<file path="src/rtl/risc_fetch_pkg.sv">
// Shared fetch-path types and constants: XLEN, the canonical NOP and the sequential PC step.
// Latency: n/a (types and pure functions only).
// Backpressure: n/a.
package risc_fetch_pkg;

    localparam int XLEN = 32;

    // addi x0, x0, 0 -- shown to decode whenever no instruction is valid
    localparam logic [XLEN-1:0] NOP_INSN = 32'h0000_0013;

    // One prefetch queue entry: instruction word tagged with the PC it was fetched from
    typedef struct packed {
        logic [XLEN-1:0] pc;
        logic [XLEN-1:0] insn;
    } fetch_entry_t;

    // Sequential fetch step; wraps naturally at 2^32
    function automatic logic [XLEN-1:0] pc_next(input logic [XLEN-1:0] pc);
        return pc + 32'd4;
    endfunction

endpackage

</file>
<file path="src/rtl/fetch_fifo.sv">
// Synchronous FIFO with flush and occupancy count; head is read straight from the storage array.
// Latency: a word pushed in cycle N is visible at the head in cycle N+1.
// Backpressure: push ignored when full unless a pop happens in the same cycle; flush wins over both.
module fetch_fifo #(
    parameter int WIDTH = 64,
    parameter int DEPTH = 4
) (
    input  logic                       clk,
    input  logic                       reset,
    input  logic                       flush,
    input  logic                       push,
    input  logic [WIDTH-1:0]           push_data,
    input  logic                       pop,
    output logic [WIDTH-1:0]           head_data,
    output logic                       empty,
    output logic [$clog2(DEPTH+1)-1:0] count
);

    localparam int AW = $clog2(DEPTH);
    localparam int CW = $clog2(DEPTH + 1);
    localparam logic [CW-1:0] FULL_CNT = CW'(DEPTH);

    logic [WIDTH-1:0] mem [DEPTH];
    logic [AW-1:0]    rd_ptr;
    logic [AW-1:0]    wr_ptr;
    logic [CW-1:0]    cnt;
    logic             do_pop;
    logic             do_push;

    // Qualify requests: pop only when something is held, push into a full FIFO only alongside a pop
    always_comb begin
        do_pop  = pop && (cnt != '0) && !flush;
        do_push = push && ((cnt != FULL_CNT) || do_pop) && !flush;
    end

    // Pointer and occupancy bookkeeping; pointers wrap because DEPTH is a power of two
    always_ff @(posedge clk) begin
        if (reset || flush) begin
            rd_ptr <= '0;
            wr_ptr <= '0;
            cnt    <= '0;
        end else begin
            if (do_push) wr_ptr <= wr_ptr + AW'(1);
            if (do_pop)  rd_ptr <= rd_ptr + AW'(1);
            case ({do_push, do_pop})
                2'b10:   cnt <= cnt + CW'(1);
                2'b01:   cnt <= cnt - CW'(1);
                default: cnt <= cnt;
            endcase
        end
    end

    // Storage array; contents need no reset since count gates visibility
    always_ff @(posedge clk) begin
        if (do_push) mem[wr_ptr] <= push_data;
    end

    assign head_data = mem[rd_ptr];
    assign empty     = (cnt == '0);
    assign count     = cnt;

endmodule

</file>
<file path="src/rtl/fetch_prefetch_queue.sv">
// Sequential instruction prefetcher: issues in-order word fetches and queues {PC, insn} for decode.
// Latency: request accepted in cycle N, response in N+1, Inst_Valid in N+2 at the earliest.
// Backpressure: FIFO space is reserved at issue, so Inst_Ready low stalls issue and never drops a word.
// Optional build macro FETCH_PERF_CNT_EN adds Perf_Fetched / Perf_Flushed counters.
module fetch_prefetch_queue
    import risc_fetch_pkg::*;
#(
    parameter int              DEPTH           = 4,
    parameter int              MAX_OUTSTANDING = 2,
    parameter logic [XLEN-1:0] RESET_PC        = 32'h0
) (
    input  logic            Clk,
    input  logic            Reset,
    input  logic            Redirect_Valid,
    input  logic [XLEN-1:0] Redirect_PC,
    output logic            Imem_Req_Valid,
    input  logic            Imem_Req_Ready,
    output logic [XLEN-1:0] Imem_Req_Addr,
    input  logic            Imem_Rsp_Valid,
    input  logic [XLEN-1:0] Imem_Rsp_Data,
    output logic            Inst_Valid,
    input  logic            Inst_Ready,
    output logic [XLEN-1:0] Inst_Data,
    output logic [XLEN-1:0] Inst_PC
`ifdef FETCH_PERF_CNT_EN
    ,
    output logic [31:0]     Perf_Fetched,
    output logic [31:0]     Perf_Flushed
`endif
);

    localparam int AW = $clog2(DEPTH);
    localparam int CW = $clog2(DEPTH + 1);
    localparam logic [CW-1:0] MAX_OS  = CW'(MAX_OUTSTANDING);
    localparam logic [CW:0]   DEPTH_C = (CW+1)'(DEPTH);

    logic [XLEN-1:0] pc_q;
    logic [CW-1:0]   outstanding_q;
    logic [CW-1:0]   drop_q;

    // PCs of issued requests whose responses will be kept, in issue order
    logic [XLEN-1:0] shadow_q [DEPTH];
    logic [AW-1:0]   sh_wr_q;
    logic [AW-1:0]   sh_rd_q;

    logic            req_vld;
    logic            req_fire;
    logic            rsp_fire;
    logic            rsp_drop;
    logic            push;
    logic            pop;
    logic            inst_vld;
    logic [CW:0]     reserved;
    logic [CW-1:0]   fifo_count;
    logic            fifo_empty;
    fetch_entry_t    push_entry;
    fetch_entry_t    head;

    // Only the word-aligned part of a redirect target is meaningful
    logic unused_pc_lsbs;
    assign unused_pc_lsbs = ^Redirect_PC[1:0];

    // Issue gating, response classification and decode handshake
    always_comb begin
        reserved  = {1'b0, outstanding_q} + {1'b0, fifo_count};
        req_vld   = !Reset && !Redirect_Valid && (outstanding_q < MAX_OS) && (reserved < DEPTH_C);
        req_fire  = req_vld && Imem_Req_Ready;
        // Responses with nothing outstanding belong to traffic abandoned by reset
        rsp_fire  = !Reset && Imem_Rsp_Valid && (|outstanding_q);
        // A response racing a redirect is stale as well
        rsp_drop  = rsp_fire && ((|drop_q) || Redirect_Valid);
        push      = rsp_fire && !rsp_drop;
        inst_vld  = !Reset && !Redirect_Valid && !fifo_empty;
        pop       = inst_vld && Inst_Ready;
        push_entry.pc   = shadow_q[sh_rd_q];
        push_entry.insn = Imem_Rsp_Data;
    end

    // Fetch PC, outstanding/drop accounting and shadow queue pointers
    always_ff @(posedge Clk) begin
        if (Reset) begin
            pc_q          <= RESET_PC;
            outstanding_q <= '0;
            drop_q        <= '0;
            sh_wr_q       <= '0;
            sh_rd_q       <= '0;
        end else begin
            outstanding_q <= outstanding_q + CW'(req_fire) - CW'(rsp_fire);
            if (Redirect_Valid) begin
                // Everything still in flight after this cycle is stale
                pc_q    <= {Redirect_PC[XLEN-1:2], 2'b00};
                drop_q  <= outstanding_q - CW'(rsp_fire);
                sh_wr_q <= '0;
                sh_rd_q <= '0;
            end else begin
                if (req_fire) begin
                    pc_q    <= pc_next(pc_q);
                    sh_wr_q <= sh_wr_q + AW'(1);
                end
                if (rsp_drop) drop_q  <= drop_q - CW'(1);
                if (push)     sh_rd_q <= sh_rd_q + AW'(1);
            end
        end
    end

    // Capture the PC of each accepted request for tagging its response
    always_ff @(posedge Clk) begin
        if (req_fire) shadow_q[sh_wr_q] <= pc_q;
    end

    fetch_fifo #(
        .WIDTH ($bits(fetch_entry_t)),
        .DEPTH (DEPTH)
    ) u_fifo (
        .clk       (Clk),
        .reset     (Reset),
        .flush     (Redirect_Valid),
        .push      (push),
        .push_data (push_entry),
        .pop       (pop),
        .head_data (head),
        .empty     (fifo_empty),
        .count     (fifo_count)
    );

    // Decode-facing outputs; a NOP and zero PC whenever nothing is presented
    always_comb begin
        Imem_Req_Valid = req_vld;
        Imem_Req_Addr  = pc_q;
        Inst_Valid     = inst_vld;
        Inst_Data      = inst_vld ? head.insn : NOP_INSN;
        Inst_PC        = inst_vld ? head.pc   : '0;
    end

`ifdef FETCH_PERF_CNT_EN
    logic [31:0] fetched_q;
    logic [31:0] flushed_q;

    // Words queued, and words thrown away (flushed entries plus dropped responses)
    always_ff @(posedge Clk) begin
        if (Reset) begin
            fetched_q <= '0;
            flushed_q <= '0;
        end else begin
            if (push) fetched_q <= fetched_q + 32'd1;
            flushed_q <= flushed_q + (Redirect_Valid ? 32'(fifo_count) : 32'd0) + 32'(rsp_drop);
        end
    end

    assign Perf_Fetched = fetched_q;
    assign Perf_Flushed = flushed_q;
`endif

endmodule

</file>
<file path="config.mk">
export PLATFORM = sky130hd
export DESIGN_NAME = fetch_prefetch_queue
export DESIGN_NICKNAME = d
export VERILOG_FILES = /design/src/rtl/risc_fetch_pkg.sv /design/src/rtl/fetch_fifo.sv /design/src/rtl/fetch_prefetch_queue.sv
export SDC_FILE = /design/constraint.sdc
export NUM_CORES = 1
export LEC_CHECK = 0
export ABC_AREA = 1
export BUFFER_PORTS_ARGS = -buffer_cell sky130_fd_sc_hd__buf_2
export CORE_MARGIN = 5
export CORE_UTILIZATION = 59
export DETAILED_ROUTE_END_ITERATION = 8
export PLACE_DENSITY = 0.8
export SETUP_SLACK_MARGIN = 0.2
export SYNTH_ARGS = -nofsm -noshare
export SYNTH_HDL_FRONTEND = slang
export SYNTH_SLANG_ARGS = --single-unit
</file>
<file path="constraint.sdc">
create_clock -name Clk -period 5.5 [get_ports Clk]
set_clock_uncertainty 0.15 [all_clocks]
set_input_delay 0.55 -clock Clk [delete_from_list [all_inputs] [get_ports Clk]]
set_output_delay 0.55 -clock Clk [all_outputs]
set_load 0.05 [all_outputs]
</file>
Yosys cells after proc, flatten, opt, wreduce, memory -nomap -nowiden. Memory sizes are Yosys's and may differ from the RTL's. A register that Yosys moved wholly into a read port is not among the register bits. Cells that the tools add are included.

Logic and storage cells: 72. Bits in registers: 49. Memories kept: 2. Bits of input ports: 70. Latch bits: 0. Output and inout port bits: 98. Memory bits (read-only): 0. Bits in writable memories: 384.

Memory list: u_fifo.mem (words 4, width 64, read ports 1, clocked after Yosys merged registers in 1, write ports 1, line fetch_fifo.sv:23) `logic [WIDTH-1:0] mem [DEPTH];`; shadow_q (words 4, width 32, read ports 1, clocked after Yosys merged registers in 1, write ports 1, line fetch_prefetch_queue.sv:42) `logic [XLEN-1:0] shadow_q [DEPTH];`.

Multiply operators: 0. Order comparisons: 2. Bitwise gates (word level): 0. Add/sub/neg operators: 12. Shifts and indexed selects: 0. Divide/modulo/power cells: 0. Reduce and logical (&&, ||, !) cells: 29. Mux-type cells: 15. Equality and inequality tests: 3.

Operators by type and width (count): two-way mux 32 bit (4); adder 32 x 3 -> 32 bit, second input constant (1); logical AND 1 bit (14); adder 2 x 1 -> 2 bit, second input constant (4); two-way mux 2 bit (4); two-way mux 3 bit (2); case mux 3 bit (2 select lines) (1); nonzero test 2 bit (3); OR reduction 3 bit (2); subtractor 3 x 1 -> 3 bit (2); subtractor 3 x 1 -> 3 bit, second input constant (2); adder 3 x 3 -> 4 bit (1); zero test 1 bit (4); less-than comparator 4 x 3 -> 1 bit, second input constant (1); two-way mux 1 bit (4); adder 3 x 1 -> 3 bit (1); adder 3 x 1 -> 3 bit, second input constant (1); zero test 3 bit (1); logical OR 1 bit (3); less-than comparator 3 x 2 -> 1 bit, second input constant (1); inequality test 3 bit, second input constant (1); nonzero test 3 bit (1); equality test 2 x 1 -> 1 bit, second input constant (1); equality test 2 bit, second input constant (1); OR reduction 2 bit (1).

Depth between registers and ports, before layout. Gate-level depths: netlist of the first run.

Depth in word-level cells: 11. Mapped depth: 14. Mapped depth without buffers: 13.

Cells and area by module. From an unflattened synthesis of the first run, not the netlist that was laid out.

Cells, all modules: 1625. Area total of the unflattened synthesis: 17993.5 um^2.

Modules (own cells, without submodules): fetch_fifo (cells each 697, instances 1, sequential area each 7867.5 um^2, area an instance 10009.6 um^2); fetch_prefetch_queue (cells each 928, instances 1, sequential area each 4444.3 um^2, area an instance 7983.9 um^2).

Least setup slack after synthesis of the first run. Ideal clock, no wire load.

Path kind: input-to-reg. Start point: input port Reset. End point: memory u_fifo.mem[0][0], enable pin. Path slack: 0.517 ns. Buffers on the path: 1. Stages: 8. Data required time: 4.868 ns. Data arrival time: 4.351 ns. Library setup time: 0.482 ns. Path through: buf_6 nor2_8 inv_2 a21oi_4 nand2_1 nand3_1 nand2_2 nor2_1.

Word-level cells in the longest chain between the ends: 11. Elaborated cells between the ends (all ways): 16. Those cells by class: mux: 2; reduce/logical: 14.

Ends and longest elaborated chain: start, declared (line fetch_prefetch_queue.sv:13) `input logic Reset,`; zero test 1 bit (line fetch_prefetch_queue.sv:73) `inst_vld = !Reset && !Redirect_Valid && !fifo_empty;`; logical AND 1 bit (2 in series) (line fetch_prefetch_queue.sv:73); net Inst_Valid (line fetch_prefetch_queue.sv:21) `output logic Inst_Valid,`; logical AND 1 bit (line fetch_prefetch_queue.sv:74) `pop = inst_vld && Inst_Ready;`; logical AND 1 bit (2 in series) (line fetch_fifo.sv:32) `do_pop = pop && (cnt != '0) && !flush;`; logical OR 1 bit (line fetch_fifo.sv:33) `do_push = push && ((cnt != FULL_CNT) || do_pop) && !flush;`; logical AND 1 bit (2 in series) (line fetch_fifo.sv:33); two-way mux 1 bit (line fetch_fifo.sv:55) `if (do_push) mem[wr_ptr] <= push_data;`; two-way mux 1 bit (not written as such) (line fetch_fifo.sv:55); end, declared (line fetch_fifo.sv:23).

The timed path passes the listed nets, and every way through them passes these cells.

==> results of run 1 <==
==> metal layers <==
metal	wire length, µm	track usage	vias to the layer above
met5	0	0	-
li1	-	-	5626
met4	845	0.06755	0
met1	14910	0.3011	5594
met3	3822	0.04203	67
met2	17990	0.3741	563
==> cells in the final DEF (no fill, tap or decap), types with 30 or more instances in the layout <==
cell,Yosys,final
dfxtp_1,51,49
nand2_1,138,138
inv_1,86,85
o21ai_0,208,208
clkbuf_16,0,41
nor2_1,374,366
nand3_1,46,46
buf_2,12,161
a21oi_1,91,91
edfxtp_1,368,368
o22ai_1,30,30
==> registers in the layout, indices dropped and copies added (netlist names), named ones only <==
signal and count:
Imem_Req_Addr 30, drop_q 3, outstanding_q 3, sh_rd_q 2, sh_wr_q 2, shadow_q 120, u_fifo.count 3, u_fifo.mem 248
u_fifo.rd_ptr 2, u_fifo.wr_ptr 2
==> stage by stage <==
step	utilization	power (µW)	instance area [µm²]
after floorplan	-	3994	17280
after global placement	0.6375	4116	18350
after detailed placement	0.6375	4139	18350
after CTS	0.6810	6743	19600
after global routing	0.6810	6949	19600
final	0.6810	6715	19600
==> where the power goes <==
| part | total [µW] | leakage, µW | switching (µW) | internal, µW |
|---|---|---|---|---|
| Combinational | 438 | 0.00286 | 311 | 127 |
| Clock | 2640 | 0.000605 | 1090 | 1550 |
| Sequential | 3640 | 0.00376 | 74.0 | 3570 |
==> logic make-up (layout without fill, tap and decap cells) <==
logic type,Yosys count,in the layout,synth area share
and+or+nand+nor,574,574,0.1327
DFF,419,419,0.6992
AOI/OAI and AO/OA,341,341,0.1028
buffers and inverters,173,337,0.04174
adders and majority gates,21,21,0.01609
xor gates and xnor gates,13,13,0.006595
other,1,4,0.0002172
muxes,1,1,0.0005798
==> layout make-up <==
type | count | area, µm² | area share
Multi-Input combinational cell | 954 | 4523 | 0.2308
Clock buffer | 50 | 1060 | 0.05407
Inverter | 91 | 341.6 | 0.01743
Sequential cell | 419 | 12080 | 0.6162
Tap cell | 384 | 480.5 | 0.02451
Clock inverter | 19 | 191.4 | 0.009768
Timing Repair Buffer | 177 | 925.9 | 0.04724
==> worst max path at each step <==
stage	startpoint	end	slack, ns
finish	flop	Inst_PC[2]	1.51
global route	flop	Inst_Data[1]	1.26
CTS	flop	Inst_PC[3]	1.54
detailed placement	Reset	u_fifo.mem[0][59]	1.72
global placement	Reset	u_fifo.mem[0][57]	1.83
floorplan	Reset	u_fifo.mem[0][0]	0.52
==> out/results.txt, run 1 <==
HP Class: in -> reg
Crit path largest cell delay: 0.67 ns
WP data required: 4.80 ns
Top-count cell post-synth: nor2_1
Crit. path cell count: 5
Filler cells: 2021
Kind of critical path: reg -> out
Pwr/cell area: 342.6 nW/µm²
DR WL/cell: 17.94 µm
Final hold violations: 0
Rel. slew slack: 0.3512
Nets: 1775
Gr usage total: 0.2232
WP data arrival: 3.29 ns
Mapped Area: 17260 µm²
Area leader, netlist: edfxtp_1
Reg2reg end: u_fifo.mem[0][24]
Status: finished, final reports clean
Largest net degree at the start of global routing: 80
Synth top cells by count: nor2_1 (374), edfxtp_1 (368), o21ai_0 (208)
Clk_lat worst skew: 0.53 ns
Worst Path Buf+Inv: 3
Area delta synth->final: 13.52%
Routed wire length: 37.57 mm
FF+latch count, synth: 419
Startpoint Class: flop
PortBufs: 161
Hold bufs inserted after CTS: 0
Ys flop type: edfxtp_1
Max-cap violations: 0
Fin crit period: 3.990 ns
Min-delay src: Imem_Rsp_Data[31]
Post-synth EDFFs: 368
Slowest stage cell, crit path: buf_4
Top Ports: 168
CORE AREA: 28780 µm²
Worst slew pin tran: 0.9700 ns
Register-to-Register Path Depth: 7
# DRC: 0
Setup ws final: 1.510 ns
Clock tree buffer depth: 3
Hold_ws: 0.08933 ns
Max-slew violations: 0
Starting Density: 0.5999
Diodes inserted: 0
Antenna Nets Post-Route: 0
Fin cells: 2094
Critical Path End Type: output pin
Post-synthesis cell type count: 39
Rows: 62
Mean post-synth cell area: 11.19 µm²
Vias in the first global route: 11510
Peak supply drop: 0.1889 mV
FMAX: 0.2506 GHz
Global-route wire length before repair: 58.84 mm
Post-Syn Instances: 1543
Setup Viol. Count Final: 0
DP HPWL: 22.05 mm
Clock Pin Slew Worst Setup and Hold Paths: 0.06 ns
Share of cells above drive strength 1: 0.1485
Pleak: 0.007221 µW
RePlAce Congestion: 0.9224
Worst slack, placed: 1.719 ns
CTS root buf: clkbuf_16
H-tree levels: 2
Reg-to-reg slack, setup: 2.52 ns
Die Y: 181.1 µm
Crit path cell chain: inv_2 -> buf_4 -> o21ai_0 -> a21oi_1 -> buf_2
Die area: 32780 µm²
Crit path max fanout: 79
Initial antenna violation count: 0
Total CTS buffers: 41
Placed cell count: 2025
Pre-antenna DRT Iters: 7
Vias: 11850
Chip Width: 181.1 µm
RR Startpoint: outstanding_q[1]
Hold Crit Depth: 1
Sink Count: 419
Fin crit share: 0.7254
Post-CTS resize count: 0
Post-synthesis sequential area ratio: 0.6992
TritonCTS clock tree: yes
RSZ-0062 raised after global routing: false
Top cell type's share of synthesized area: 0.6401
Detailed router's first-iteration violation count: 1343
Area contributors post-synth: edfxtp_1 (64%), nor2_1 (8.1%), o21ai_0 (6.0%), dfxtp_1 (5.9%), nand2_1 (3.0%)
Async S/R FF share, synth: 0
Setup TNS: 0 ns
Total grt overflow: 0
CP top delay family: buffers and inverters
Routed vias/inst: 5.659
Hold endpoint: u_fifo.mem[1][31]
Yosys warning count: 0
Post CTS Setup Buffer Count: 0
Note: power is estimated with default switching activity, not from simulation.
==> inputs of run 2 (changes only) <==
--- a/config.mk
+++ b/config.mk
@@ -8,9 +8,9 @@
 export ABC_AREA = 1
 export BUFFER_PORTS_ARGS = -buffer_cell sky130_fd_sc_hd__buf_2
 export CORE_MARGIN = 5
-export CORE_UTILIZATION = 59
+export CORE_UTILIZATION = 53
 export DETAILED_ROUTE_END_ITERATION = 8
-export PLACE_DENSITY = 0.8
+export PLACE_DENSITY = 0.75
 export SETUP_SLACK_MARGIN = 0.2
 export SYNTH_ARGS = -nofsm -noshare
 export SYNTH_HDL_FRONTEND = slang
==> constraint.sdc (replaced) <==
create_clock -name Clk -period 3.5 [get_ports Clk]
set_clock_uncertainty 0.15 [all_clocks]
set_input_delay 0.35 -clock Clk [delete_from_list [all_inputs] [get_ports Clk]]
set_output_delay 0.35 -clock Clk [all_outputs]
set_load 0.05 [all_outputs]
==> run 2 against run 1 <==
Net effect: final cell count up 6.2%; register-to-register slack lost 1.7 ns; critical path depth rose by 1; final area rose by 4.4%; wire length grew 4.5%; clock-buffer cell count down 1; sequential cell count unchanged; clock power increased by 63%; first-iteration DRC count shrank 24%; sequential share of layout area fell by 2.6 points; hold slack worse by 0.067 ns; sequential power increased by 57%; critical endpoint is now Inst_Data[18]; largest cell class unchanged; largest power group unchanged; highest routed layer unchanged.
==> out/results.txt, run 2 (same netlist as run 1, synthesis figures left out) <==
Commonest non-fill, non-tap cell in the layout: edfxtp_1
Routed vias/inst: 5.419
CTS root buf: clkbuf_16
Antenna Nets Post-Route: 0
Setup Viol. Count Final: 0
Top reg by flops: u_fifo.mem
Starting Density: 0.5333
Routed wire length: 39.25 mm
Worst slack, placed: 0.5469 ns
Pre-antenna DRT Iters: 5
RR Startpoint: u_fifo.count[0]
DP HPWL: 23.45 mm
Setup TNS: 0 ns
Final hold violations: 0
Total CTS buffers: 42
Max-cap violations: 0
Pwr/cell area: 526.0 nW/µm²
PortBufs: 161
Critical Path End Type: output pin
FMAX: 0.3374 GHz
Largest net degree at the start of global routing: 125
Post-route cell area: 20450 µm²
Switching power: 2431 µW
Largest register FFs: 248
Chip Width: 190.5 µm
Pleak: 0.007571 µW
Sink Count: 419
Vias: 12050
Most frequent cells in the layout: edfxtp_1 (368), nor2_1 (366), o21ai_0 (208)
Area delta synth->final: 18.47%
Post CTS Setup Buffer Count: 0
Setup ws final: 0.5360 ns
Die area: 36280 µm²
Worst slew pin tran: 0.8108 ns
Rows: 66
Die Y: 190.5 µm
Share of cells above drive strength 1: 0.1596
Total grt overflow: 0
Setup crit end: Inst_Data[18]
Reg2reg end: u_fifo.count[2]
Crit path max fanout: 55
# DRC: 0
TritonCTS clock tree: yes
Switching share of power: 0.2259
Internal: 8328 µW
Reg-to-reg slack, setup: 0.80 ns
Seq pwr share: 0.531
Post-CTS resize count: 0
Kind of critical path: reg -> out
H-tree levels: 2
Top Ports: 168
DR WL/cell: 17.66 µm
Global-route wire length before repair: 61.50 mm
Max-slew violations: 0
HP Class: in -> reg
Register-to-Register Path Depth: 12
Initial antenna violation count: 1
Hold bufs inserted after CTS: 48
Startpoint Class: flop
Power share of the clock group: 0.399
Vias in the first global route: 11700
RePlAce Congestion: 0.8998
Peak supply drop: 0.3380 mV
Dpl cell area: 18630 µm²
CORE AREA: 32370 µm²
WP data arrival: 2.46 ns
Gr usage total: 0.2123
Fin crit share: 0.8469
Clock tree buffer depth: 3
Fin crit period: 2.964 ns
Core Util, Final: 0.6318
Rel. slew slack: 0.4594
Status: finished, final reports clean
Logic gate share of total power: 0.069
Nets: 1839
RSZ-0062 raised after global routing: false
Detailed router's first-iteration violation count: 1015
Clock Pin Slew Worst Setup and Hold Paths: 0.06 ns
Clk_lat worst skew: 0.53 ns
WP data required: 3.00 ns
-- run 2: how the worst min path moves through the flow --
stage | start | endpoint | slack (ns) | cells after the start
floorplan | sh_rd_q[1] | flop | 0.29 | 2
global placement | u_fifo.rd_ptr[1] | flop | 0.30 | 2
detailed placement | sh_rd_q[1] | sh_rd_q[1] | 0.31 | 2
CTS | Redirect_PC[21] | Imem_Req_Addr[21] | 0.0004 | 5
global route | Redirect_Valid | sh_wr_q[1] | 0.02 | 4
finish | Redirect_PC[21] | Imem_Req_Addr[21] | 0.02 | 5
-- run 2: per-layer routing --
layer	vias to the layer above	track usage	wire, µm	part of all wire
met5	-	0	0	0
met4	0	0.04834	612	0.016
met3	56	0.03863	3161	0.081
met2	468	0.3588	18900	0.48
met1	5772	0.2906	16580	0.42
li1	5750	-	-	-
-- run 2: stage by stage --
step           power, µW  hold WS (ns)  std cells
2_1_floorplan       6276        0.2856       1546
3_3_place_gp        6486        0.3008       2098
3_5_place_dp        6521        0.3067       2098
4_1_cts            10850     0.0003709       2222
5_1_grt            11150       0.02347       2223
6_report           10760       0.02232       2223
-- run 2: critical path: stages, from the launching register on --
cell,delay (ns)
dfxtp_4,0.35
inv_2,0.38
buf_12,0.30
buf_4,0.25
o21ai_0,0.14
a21oi_1,0.19
buf_2,0.29
-- run 2: power groups by stage --
| stage | clock, µW | combinational (µW) | sequential, µW |
|---|---|---|---|
| floorplan | 0 | 407 | 5870 |
| global placement | 0 | 673 | 5810 |
| detailed placement | 0 | 703 | 5820 |
| CTS | 4380 | 749 | 5710 |
| global route | 4580 | 835 | 5730 |
| finish | 4300 | 745 | 5720 |
-- run 2: final cells by class --
type,count,area [µm²]
Inverter,91,341.6
Tap cell,442,553.0
Clock buffer,49,1097
Fill cell,2458,11920
Clock inverter,27,239.0
Multi-Input combinational cell,954,4523
Sequential cell,419,12080
Timing Repair Buffer,240,1619
Antenna cell,1,2.502
